### src/rtl/mc_controller_if.sv
// Control bundle between the multicycle MIPS controller and its shared-memory datapath.
// Latency: none (pure wiring bundle).
// Backpressure: mem_ready from the memory side stalls the controller in its memory states.
//
// Ports / signals:
//   datapath -> controller : op[5:0], funct[5:0], zero, mem_ready
//   controller -> datapath : mem_req, iord, memwrite, irwrite, pcen, pcsrc[1:0],
//                            alusrca, alusrcb[1:0], alucontrol[2:0], regdst,
//                            memtoreg, regwrite, illegal, mem_err, state_o[3:0]
// Modports: master = controller side, slave = datapath / memory side.
interface mc_controller_if;
  logic [5:0] op;
  logic [5:0] funct;
  logic       zero;
  logic       mem_ready;

  logic       mem_req;
  logic       iord;
  logic       memwrite;
  logic       irwrite;
  logic       pcen;
  logic [1:0] pcsrc;
  logic       alusrca;
  logic [1:0] alusrcb;
  logic [2:0] alucontrol;
  logic       regdst;
  logic       memtoreg;
  logic       regwrite;
  logic       illegal;
  logic       mem_err;
  logic [3:0] state_o;

  modport master (
    input  op, funct, zero, mem_ready,
    output mem_req, iord, memwrite, irwrite, pcen, pcsrc, alusrca, alusrcb,
           alucontrol, regdst, memtoreg, regwrite, illegal, mem_err, state_o
  );

  modport slave (
    output op, funct, zero, mem_ready,
    input  mem_req, iord, memwrite, irwrite, pcen, pcsrc, alusrca, alusrcb,
           alucontrol, regdst, memtoreg, regwrite, illegal, mem_err, state_o
  );
endinterface

### src/rtl/mc_controller.sv
// Multicycle MIPS control FSM sequencing a shared ALU / single memory port datapath.
// Latency: lw 5 cycles, sw/R-type/addi 4, beq/j(/bne) 3, plus memory wait cycles.
// Backpressure: FETCH/MEMRD/MEMWR hold until mem_ready; abort to FETCH after MEM_TIMEOUT.
//
// Ports:
//   clk      : rising-edge clock
//   reset_n  : asynchronous active-low reset (FETCH, counters and sticky flags cleared)
//   bus      : mc_controller_if.master -- instruction fields, zero flag and mem_ready in;
//              datapath enables/selects, sticky illegal/mem_err and state_o out
// Parameters:
//   MEM_TIMEOUT : wait cycles allowed in one memory state (1 .. 2^TO_W-1)
//   TO_W        : width of the wait counter
// Configuration macro:
//   MC_BNE_EN   : when defined, op 000101 (bne) is decoded and executed in BNEEX;
//                 when undefined, bne is treated as an illegal opcode.
module mc_controller #(
  parameter int MEM_TIMEOUT = 200,
  parameter int TO_W        = 8
) (
  input  logic            clk,
  input  logic            reset_n,
  mc_controller_if.master bus
);

  typedef enum logic [3:0] {
    S_FETCH   = 4'd0,
    S_DECODE  = 4'd1,
    S_MEMADR  = 4'd2,
    S_MEMRD   = 4'd3,
    S_MEMWB   = 4'd4,
    S_MEMWR   = 4'd5,
    S_RTYPEEX = 4'd6,
    S_RTYPEWB = 4'd7,
    S_BEQEX   = 4'd8,
    S_ADDIEX  = 4'd9,
    S_ADDIWB  = 4'd10,
    S_JEX     = 4'd11,
    S_BNEEX   = 4'd12
  } state_t;

  // Opcodes
  localparam logic [5:0] OP_RTYPE = 6'b000000;
  localparam logic [5:0] OP_LW    = 6'b100011;
  localparam logic [5:0] OP_SW    = 6'b101011;
  localparam logic [5:0] OP_BEQ   = 6'b000100;
  localparam logic [5:0] OP_ADDI  = 6'b001000;
  localparam logic [5:0] OP_J     = 6'b000010;
`ifdef MC_BNE_EN
  localparam logic [5:0] OP_BNE   = 6'b000101;
`endif

  // R-type function codes
  localparam logic [5:0] FN_ADD = 6'b100000;
  localparam logic [5:0] FN_SUB = 6'b100010;
  localparam logic [5:0] FN_AND = 6'b100100;
  localparam logic [5:0] FN_OR  = 6'b100101;
  localparam logic [5:0] FN_SLT = 6'b101010;

  // ALU control encodings
  localparam logic [2:0] ALU_ADD = 3'b010;
  localparam logic [2:0] ALU_SUB = 3'b110;
  localparam logic [2:0] ALU_AND = 3'b000;
  localparam logic [2:0] ALU_OR  = 3'b001;
  localparam logic [2:0] ALU_SLT = 3'b111;

  // Select encodings
  localparam logic [1:0] PCSRC_ALURES = 2'b00;
  localparam logic [1:0] PCSRC_ALUOUT = 2'b01;
  localparam logic [1:0] PCSRC_JUMP   = 2'b10;
  localparam logic [1:0] SRCB_REGB    = 2'b00;
  localparam logic [1:0] SRCB_FOUR    = 2'b01;
  localparam logic [1:0] SRCB_IMM     = 2'b10;
  localparam logic [1:0] SRCB_IMMSH   = 2'b11;

  // Last counter value before the wait is declared dead.
  localparam logic [TO_W-1:0] TO_LAST = TO_W'(MEM_TIMEOUT - 1);

  state_t          state_q, state_d;
  logic [TO_W-1:0] wait_q;
  logic            illegal_q;
  logic            mem_err_q;

  logic            set_illegal;
  logic            mem_state;
  logic            timeout;

  logic            pcwrite;
  logic            branch;
  logic            branch_cond;

  logic            mem_req;
  logic            iord;
  logic            memwrite;
  logic            irwrite;
  logic [1:0]      pcsrc;
  logic            alusrca;
  logic [1:0]      alusrcb;
  logic [2:0]      alucontrol;
  logic            regdst;
  logic            memtoreg;
  logic            regwrite;

  // States that wait on the memory handshake and therefore run the timeout counter.
  assign mem_state = (state_q == S_FETCH) || (state_q == S_MEMRD) || (state_q == S_MEMWR);
  // mem_ready on the final allowed cycle takes priority over the abort.
  assign timeout   = mem_state && !bus.mem_ready && (wait_q == TO_LAST);

  //--------------------------------------------------------------------------
  // State register, wait counter, sticky flags
  //--------------------------------------------------------------------------
  always_ff @(posedge clk or negedge reset_n) begin
    if (!reset_n) begin
      state_q <= S_FETCH;
    end else begin
      state_q <= state_d;
    end
  end

  always_ff @(posedge clk or negedge reset_n) begin
    if (!reset_n) begin
      wait_q <= '0;
    end else if (timeout || (state_d != state_q)) begin
      // A FETCH timeout re-enters FETCH, so it must clear explicitly.
      wait_q <= '0;
    end else if (mem_state && !bus.mem_ready) begin
      wait_q <= wait_q + 1'b1;
    end
  end

  always_ff @(posedge clk or negedge reset_n) begin
    if (!reset_n) begin
      illegal_q <= 1'b0;
      mem_err_q <= 1'b0;
    end else begin
      if (set_illegal) illegal_q <= 1'b1;
      if (timeout)     mem_err_q <= 1'b1;
    end
  end

  //--------------------------------------------------------------------------
  // Next state and control outputs
  //--------------------------------------------------------------------------
  always_comb begin
    state_d     = state_q;
    set_illegal = 1'b0;
    pcwrite     = 1'b0;
    branch      = 1'b0;
    branch_cond = 1'b0;
    mem_req     = 1'b0;
    iord        = 1'b0;
    memwrite    = 1'b0;
    irwrite     = 1'b0;
    pcsrc       = PCSRC_ALURES;
    alusrca     = 1'b0;
    alusrcb     = SRCB_REGB;
    alucontrol  = ALU_ADD;
    regdst      = 1'b0;
    memtoreg    = 1'b0;
    regwrite    = 1'b0;

    case (state_q)
      S_FETCH: begin
        // PC+4 computed on the ALU while the instruction is read.
        mem_req = 1'b1;
        alusrcb = SRCB_FOUR;
        irwrite = bus.mem_ready;
        pcwrite = bus.mem_ready;
        if (bus.mem_ready) state_d = S_DECODE;
      end

      S_DECODE: begin
        // Branch target precomputed into ALUOut for a possible beq/bne.
        alusrcb = SRCB_IMMSH;
        case (bus.op)
          OP_LW, OP_SW: state_d = S_MEMADR;
          OP_RTYPE:     state_d = S_RTYPEEX;
          OP_BEQ:       state_d = S_BEQEX;
          OP_ADDI:      state_d = S_ADDIEX;
          OP_J:         state_d = S_JEX;
`ifdef MC_BNE_EN
          OP_BNE:       state_d = S_BNEEX;
`endif
          default: begin
            set_illegal = 1'b1;
            state_d     = S_FETCH;
          end
        endcase
      end

      S_MEMADR: begin
        alusrca = 1'b1;
        alusrcb = SRCB_IMM;
        state_d = (bus.op == OP_LW) ? S_MEMRD : S_MEMWR;
      end

      S_MEMRD: begin
        mem_req = 1'b1;
        iord    = 1'b1;
        if (bus.mem_ready) state_d = S_MEMWB;
      end

      S_MEMWB: begin
        memtoreg = 1'b1;
        regwrite = 1'b1;
        state_d  = S_FETCH;
      end

      S_MEMWR: begin
        // Write strobe stays up until the memory accepts it.
        mem_req  = 1'b1;
        iord     = 1'b1;
        memwrite = 1'b1;
        if (bus.mem_ready) state_d = S_FETCH;
      end

      S_RTYPEEX: begin
        alusrca = 1'b1;
        case (bus.funct)
          FN_ADD:  alucontrol = ALU_ADD;
          FN_SUB:  alucontrol = ALU_SUB;
          FN_AND:  alucontrol = ALU_AND;
          FN_OR:   alucontrol = ALU_OR;
          FN_SLT:  alucontrol = ALU_SLT;
          default: begin
            // Unknown funct still completes as an add so the pipeline of steps stays uniform.
            alucontrol  = ALU_ADD;
            set_illegal = 1'b1;
          end
        endcase
        state_d = S_RTYPEWB;
      end

      S_RTYPEWB: begin
        regdst   = 1'b1;
        regwrite = 1'b1;
        state_d  = S_FETCH;
      end

      S_BEQEX: begin
        alusrca     = 1'b1;
        alucontrol  = ALU_SUB;
        pcsrc       = PCSRC_ALUOUT;
        branch      = 1'b1;
        branch_cond = bus.zero;
        state_d     = S_FETCH;
      end

      S_ADDIEX: begin
        alusrca = 1'b1;
        alusrcb = SRCB_IMM;
        state_d = S_ADDIWB;
      end

      S_ADDIWB: begin
        regwrite = 1'b1;
        state_d  = S_FETCH;
      end

      S_JEX: begin
        pcsrc   = PCSRC_JUMP;
        pcwrite = 1'b1;
        state_d = S_FETCH;
      end

`ifdef MC_BNE_EN
      S_BNEEX: begin
        alusrca     = 1'b1;
        alucontrol  = ALU_SUB;
        pcsrc       = PCSRC_ALUOUT;
        branch      = 1'b1;
        branch_cond = ~bus.zero;
        state_d     = S_FETCH;
      end
`endif

      default: state_d = S_FETCH;
    endcase

    // Abort a stalled memory access. mem_ready is low here, so no enable was raised.
    if (timeout) state_d = S_FETCH;
  end

  //--------------------------------------------------------------------------
  // Output drive
  //--------------------------------------------------------------------------
  assign bus.mem_req    = mem_req;
  assign bus.iord       = iord;
  assign bus.memwrite   = memwrite;
  assign bus.irwrite    = irwrite;
  assign bus.pcen       = pcwrite | (branch & branch_cond);
  assign bus.pcsrc      = pcsrc;
  assign bus.alusrca    = alusrca;
  assign bus.alusrcb    = alusrcb;
  assign bus.alucontrol = alucontrol;
  assign bus.regdst     = regdst;
  assign bus.memtoreg   = memtoreg;
  assign bus.regwrite   = regwrite;
  assign bus.illegal    = illegal_q;
  assign bus.mem_err    = mem_err_q;
  assign bus.state_o    = state_q;

endmodule

### src/flat_wrapper.sv
// flat-port wrapper written by rule: the top's interface ports become plain ports
module mc_controller_flat 
#(
  parameter int MEM_TIMEOUT = 200,
  parameter int TO_W        = 8
)
  (clk, reset_n, bus_op, bus_funct, bus_zero, bus_mem_ready, bus_mem_req, bus_iord, bus_memwrite, bus_irwrite, bus_pcen, bus_pcsrc, bus_alusrca, bus_alusrcb, bus_alucontrol, bus_regdst, bus_memtoreg, bus_regwrite, bus_illegal, bus_mem_err, bus_state_o);
  mc_controller_if bus_i ();
  input  logic clk;
  input  logic reset_n;
  input wire logic [$bits(bus_i.op)-1:0] bus_op;
  input wire logic [$bits(bus_i.funct)-1:0] bus_funct;
  input wire logic [$bits(bus_i.zero)-1:0] bus_zero;
  input wire logic [$bits(bus_i.mem_ready)-1:0] bus_mem_ready;
  output wire logic [$bits(bus_i.mem_req)-1:0] bus_mem_req;
  output wire logic [$bits(bus_i.iord)-1:0] bus_iord;
  output wire logic [$bits(bus_i.memwrite)-1:0] bus_memwrite;
  output wire logic [$bits(bus_i.irwrite)-1:0] bus_irwrite;
  output wire logic [$bits(bus_i.pcen)-1:0] bus_pcen;
  output wire logic [$bits(bus_i.pcsrc)-1:0] bus_pcsrc;
  output wire logic [$bits(bus_i.alusrca)-1:0] bus_alusrca;
  output wire logic [$bits(bus_i.alusrcb)-1:0] bus_alusrcb;
  output wire logic [$bits(bus_i.alucontrol)-1:0] bus_alucontrol;
  output wire logic [$bits(bus_i.regdst)-1:0] bus_regdst;
  output wire logic [$bits(bus_i.memtoreg)-1:0] bus_memtoreg;
  output wire logic [$bits(bus_i.regwrite)-1:0] bus_regwrite;
  output wire logic [$bits(bus_i.illegal)-1:0] bus_illegal;
  output wire logic [$bits(bus_i.mem_err)-1:0] bus_mem_err;
  output wire logic [$bits(bus_i.state_o)-1:0] bus_state_o;
  assign bus_i.op = bus_op;
  assign bus_i.funct = bus_funct;
  assign bus_i.zero = bus_zero;
  assign bus_i.mem_ready = bus_mem_ready;
  assign bus_mem_req = bus_i.mem_req;
  assign bus_iord = bus_i.iord;
  assign bus_memwrite = bus_i.memwrite;
  assign bus_irwrite = bus_i.irwrite;
  assign bus_pcen = bus_i.pcen;
  assign bus_pcsrc = bus_i.pcsrc;
  assign bus_alusrca = bus_i.alusrca;
  assign bus_alusrcb = bus_i.alusrcb;
  assign bus_alucontrol = bus_i.alucontrol;
  assign bus_regdst = bus_i.regdst;
  assign bus_memtoreg = bus_i.memtoreg;
  assign bus_regwrite = bus_i.regwrite;
  assign bus_illegal = bus_i.illegal;
  assign bus_mem_err = bus_i.mem_err;
  assign bus_state_o = bus_i.state_o;
  mc_controller #(.MEM_TIMEOUT(MEM_TIMEOUT), .TO_W(TO_W)) u_core (.clk(clk), .reset_n(reset_n), .bus(bus_i));
endmodule
### config.mk
export PLATFORM = sky130hd
export DESIGN_NAME = mc_controller_flat
export DESIGN_NICKNAME = d
export VERILOG_FILES = /design/src/rtl/mc_controller_if.sv /design/src/rtl/mc_controller.sv /design/src/flat_wrapper.sv
export SDC_FILE = /design/constraint.sdc
export NUM_CORES = 1
export LEC_CHECK = 0
export CAP_MARGIN = 20
export CORE_MARGIN = 3
export CORE_UTILIZATION = 40
export CTS_CLUSTER_SIZE = 30
export DETAILED_ROUTE_END_ITERATION = 10
export PLACE_DENSITY = 0.74
export SLEW_MARGIN = 20
export SYNTH_ARGS = -nofsm -noshare
export SYNTH_HDL_FRONTEND = slang
export SYNTH_SLANG_ARGS = --single-unit
export TNS_END_PERCENT = 5
### constraint.sdc
create_clock -name clk -period 3.3 [get_ports clk]
set_input_delay 0.66 -clock clk [delete_from_list [all_inputs] [get_ports clk]]
set_output_delay 0.66 -clock clk [all_outputs]
set_load 0.01 [all_outputs]
==> metrics <==
run status finished, final reports clean; antenna violations before repair 0; Critical Path Fanout Max 20; Design Area, Final 1660 µm²; Seq/Total Area, Yosys 0.287; area delta synth->final 35.5%; area of the core 2830 µm²; top-level I/O count 38; Initial Util 0.432; CP Launch Type flip-flop; syn_area_per_cell 8.10 µm²; Post-synth EDFFs 0; Crit-path slowest cell dfrtp_1; count leader, synth nor3_1; H-Tree Depth 1; pin count of the biggest net entering global routing 23; CTS Buffer Depth 2; Worst Path Buf+Inv 2; input/output buffers 37; GRT Resource Usage Total 0.180; Power Total 0.000721 W; Final Max Slew Viols 0; P_leak 0.654 nW; Yosys top cell by area dfrtp_1; n_diodes 0; number of global-route vias before repair 1205; cells after synthesis 151; number of detailed-route iterations in the first pass 4; Worst-Margin Slew 0.792 ns; CTS tree built; worst vdd ir 326 µV; Final Skew 0.00605 ns; clock slew at the register clock pins of the worst setup and hold paths 0.08 ns; std cell rows 19; die height 61.3 µm; slowest stage delay, CP 0.75 ns; synth cell count leaders 18 x nor3_1, 14 x dfrtp_1, 13 x nor2_1, 9 x nand2_1, 9 x xor2_1; total CTS buffers 3; crit-path leading delay family flip-flops; Critical Path, Cell by Cell inv_2 > nand2_1 > nor2_1 > nand3_1 > nor2b_1 > or2_2 > clkdlybuf4s50_1; #FFs+latches synth 14; Post-Syn Area 1220 µm²; die area 3760 µm²; Max Cap Viol 0; CP arrival 2.33 ns; fillers 248; Vias/cell 5.61; CP Class reg -> out; syn_nets 168; Sink Count 14; Total Wirelength 3.11 mm; Final Hold Fails 0; asr flop ratio synth 1.00; setup_tns 0 ns; post-CTS setup buffers 0; layout cell share with drive strength beyond 1 0.0909; Worst EP required 2.64 ns; multi-input logic area 808 µm²; DR vias 1222; Slew Limit Headroom 0.464; Max Freq 0.334 GHz; unrepaired setup endpoints after global routing false; Die X 61.3 µm; Final setup violation count 0; Unique masters post-synth 50; Post-DP HPWL 2.41 mm; post-cts resize count 0; DRC viols 0; global-route wire length before repair 5.22 mm; Final Wtd Congestion 0.880; GR Overflow Total 0; Hold Crit Class reg -> reg; Main synth FF type dfrtp_1; largest cells by area after synthesis dfrtp_1 29%, nor3_1 7.4%, xor2_1 6.4%; CTS root buf clkbuf_4; DR WL/cell 14.3 µm; Worst Setup End Kind output port; final net count 205; storage element area 350 µm²; initial drt markers 59; Yosys top cell area share 0.287; Tmin final 2.99 ns; DRT antenna net count 0; Placed Area 1620 µm²; final hold slack 0.477 ns; P per Cell Area 435 nW/µm²; CTS Hold Bufs 0; Yosys warnings 0; Clk Latency, worst-skew pair 0.28 ns; fin crit share 0.907
-- cell usage in the layout (no fill, tap or decap), drive strengths merged, types with 4 or more instances in the layout --
master	n
a21oi	6
buf	5
clkbuf	4
clkdlybuf4s50	37
dfrtp	14
inv	4
nand2	9
nand2b	4
nand3	5
nand4	4
nor2	13
nor3	18
nor3b	5
o21ai	5
or2	5
xor2	9
-- metrics by stage --
stage	util	instances	setup slack, ns
2_1_floorplan	-	151	0.692
3_3_place_gp	0.573	214	0.394
3_5_place_dp	0.573	214	0.364
4_1_cts	0.586	218	0.276
5_1_grt	0.586	218	0.128
6_report	0.586	218	0.307
-- path summary, 6_finish.rpt --
check                                                        to  depth (start not counted)  slack [ns]                       startpoint
worst max-delay path                          bus_alucontrol[2]                          7        0.31  u_core.bus.state_o[3]$_DFF_PN0_
worst min-delay path             u_core.bus.mem_err$_DFFE_PN0P_                          1        0.48   u_core.bus.mem_err$_DFFE_PN0P_
worst max register to register     u_core.wait_q[3]$_DFFE_PN0P_                          6        0.71  u_core.bus.state_o[0]$_DFF_PN0_
worst min register to register   u_core.bus.mem_err$_DFFE_PN0P_                          1        0.48   u_core.bus.mem_err$_DFFE_PN0P_
max in group asynchronous          u_core.wait_q[7]$_DFFE_PN0P_                          1        2.13                          reset_n
min in group asynchronous       u_core.bus.state_o[2]$_DFF_PN0_                          1        0.76                          reset_n
-- per-layer routing --
metal / part of all wire / track usage / vias to the layer above / wire length, µm
met1: 0.47 / 0.241 / 560 / 1460
li1: - / - / 627 / -
met5: 0 / 0 / - / 0
met3: 0.067 / 0.0398 / 0 / 209
met2: 0.46 / 0.296 / 35 / 1440
met4: 0 / 0.0402 / 0 / 0
-- final cells by class --
| type | instances | share of cell area |
|---|---|---|
| multi-input combinational | 123 | 0.488 |
| sequential | 14 | 0.211 |
| tap | 31 | 0.0234 |
| timing repair buffer | 42 | 0.246 |
| inverter | 4 | 0.00906 |
| clock buffer | 4 | 0.0219 |
-- cell families (layout without fill, tap and decap cells) --
kind of cell    Yosys count  in the layout  synth area share
mux                       3              3            0.0246
compound gates           27             27             0.157
flops                    14             14             0.287
buf+inv                  14             50            0.0522
simple gates             81             81             0.391
xor+xnor                 11             11            0.0788
fa+ha+maj                 1              1            0.0102
-- state kept, by name, summed over array words and instances, names as in the netlist --
name	count
u_core.bus.illegal	1
u_core.bus.mem_err	1
u_core.bus.state_o	4
u_core.wait_q	8
-- where the power goes --
group | total (W) | switching (W) | leakage (nW) | internal [W]
Clock | 0.000121 | 0.0000539 | 0.0210 | 0.0000672
Combinational | 0.000368 | 0.000180 | 0.448 | 0.000187
Sequential | 0.000233 | 0.0000462 | 0.185 | 0.000186
Power figures use the tool's default switching activity.
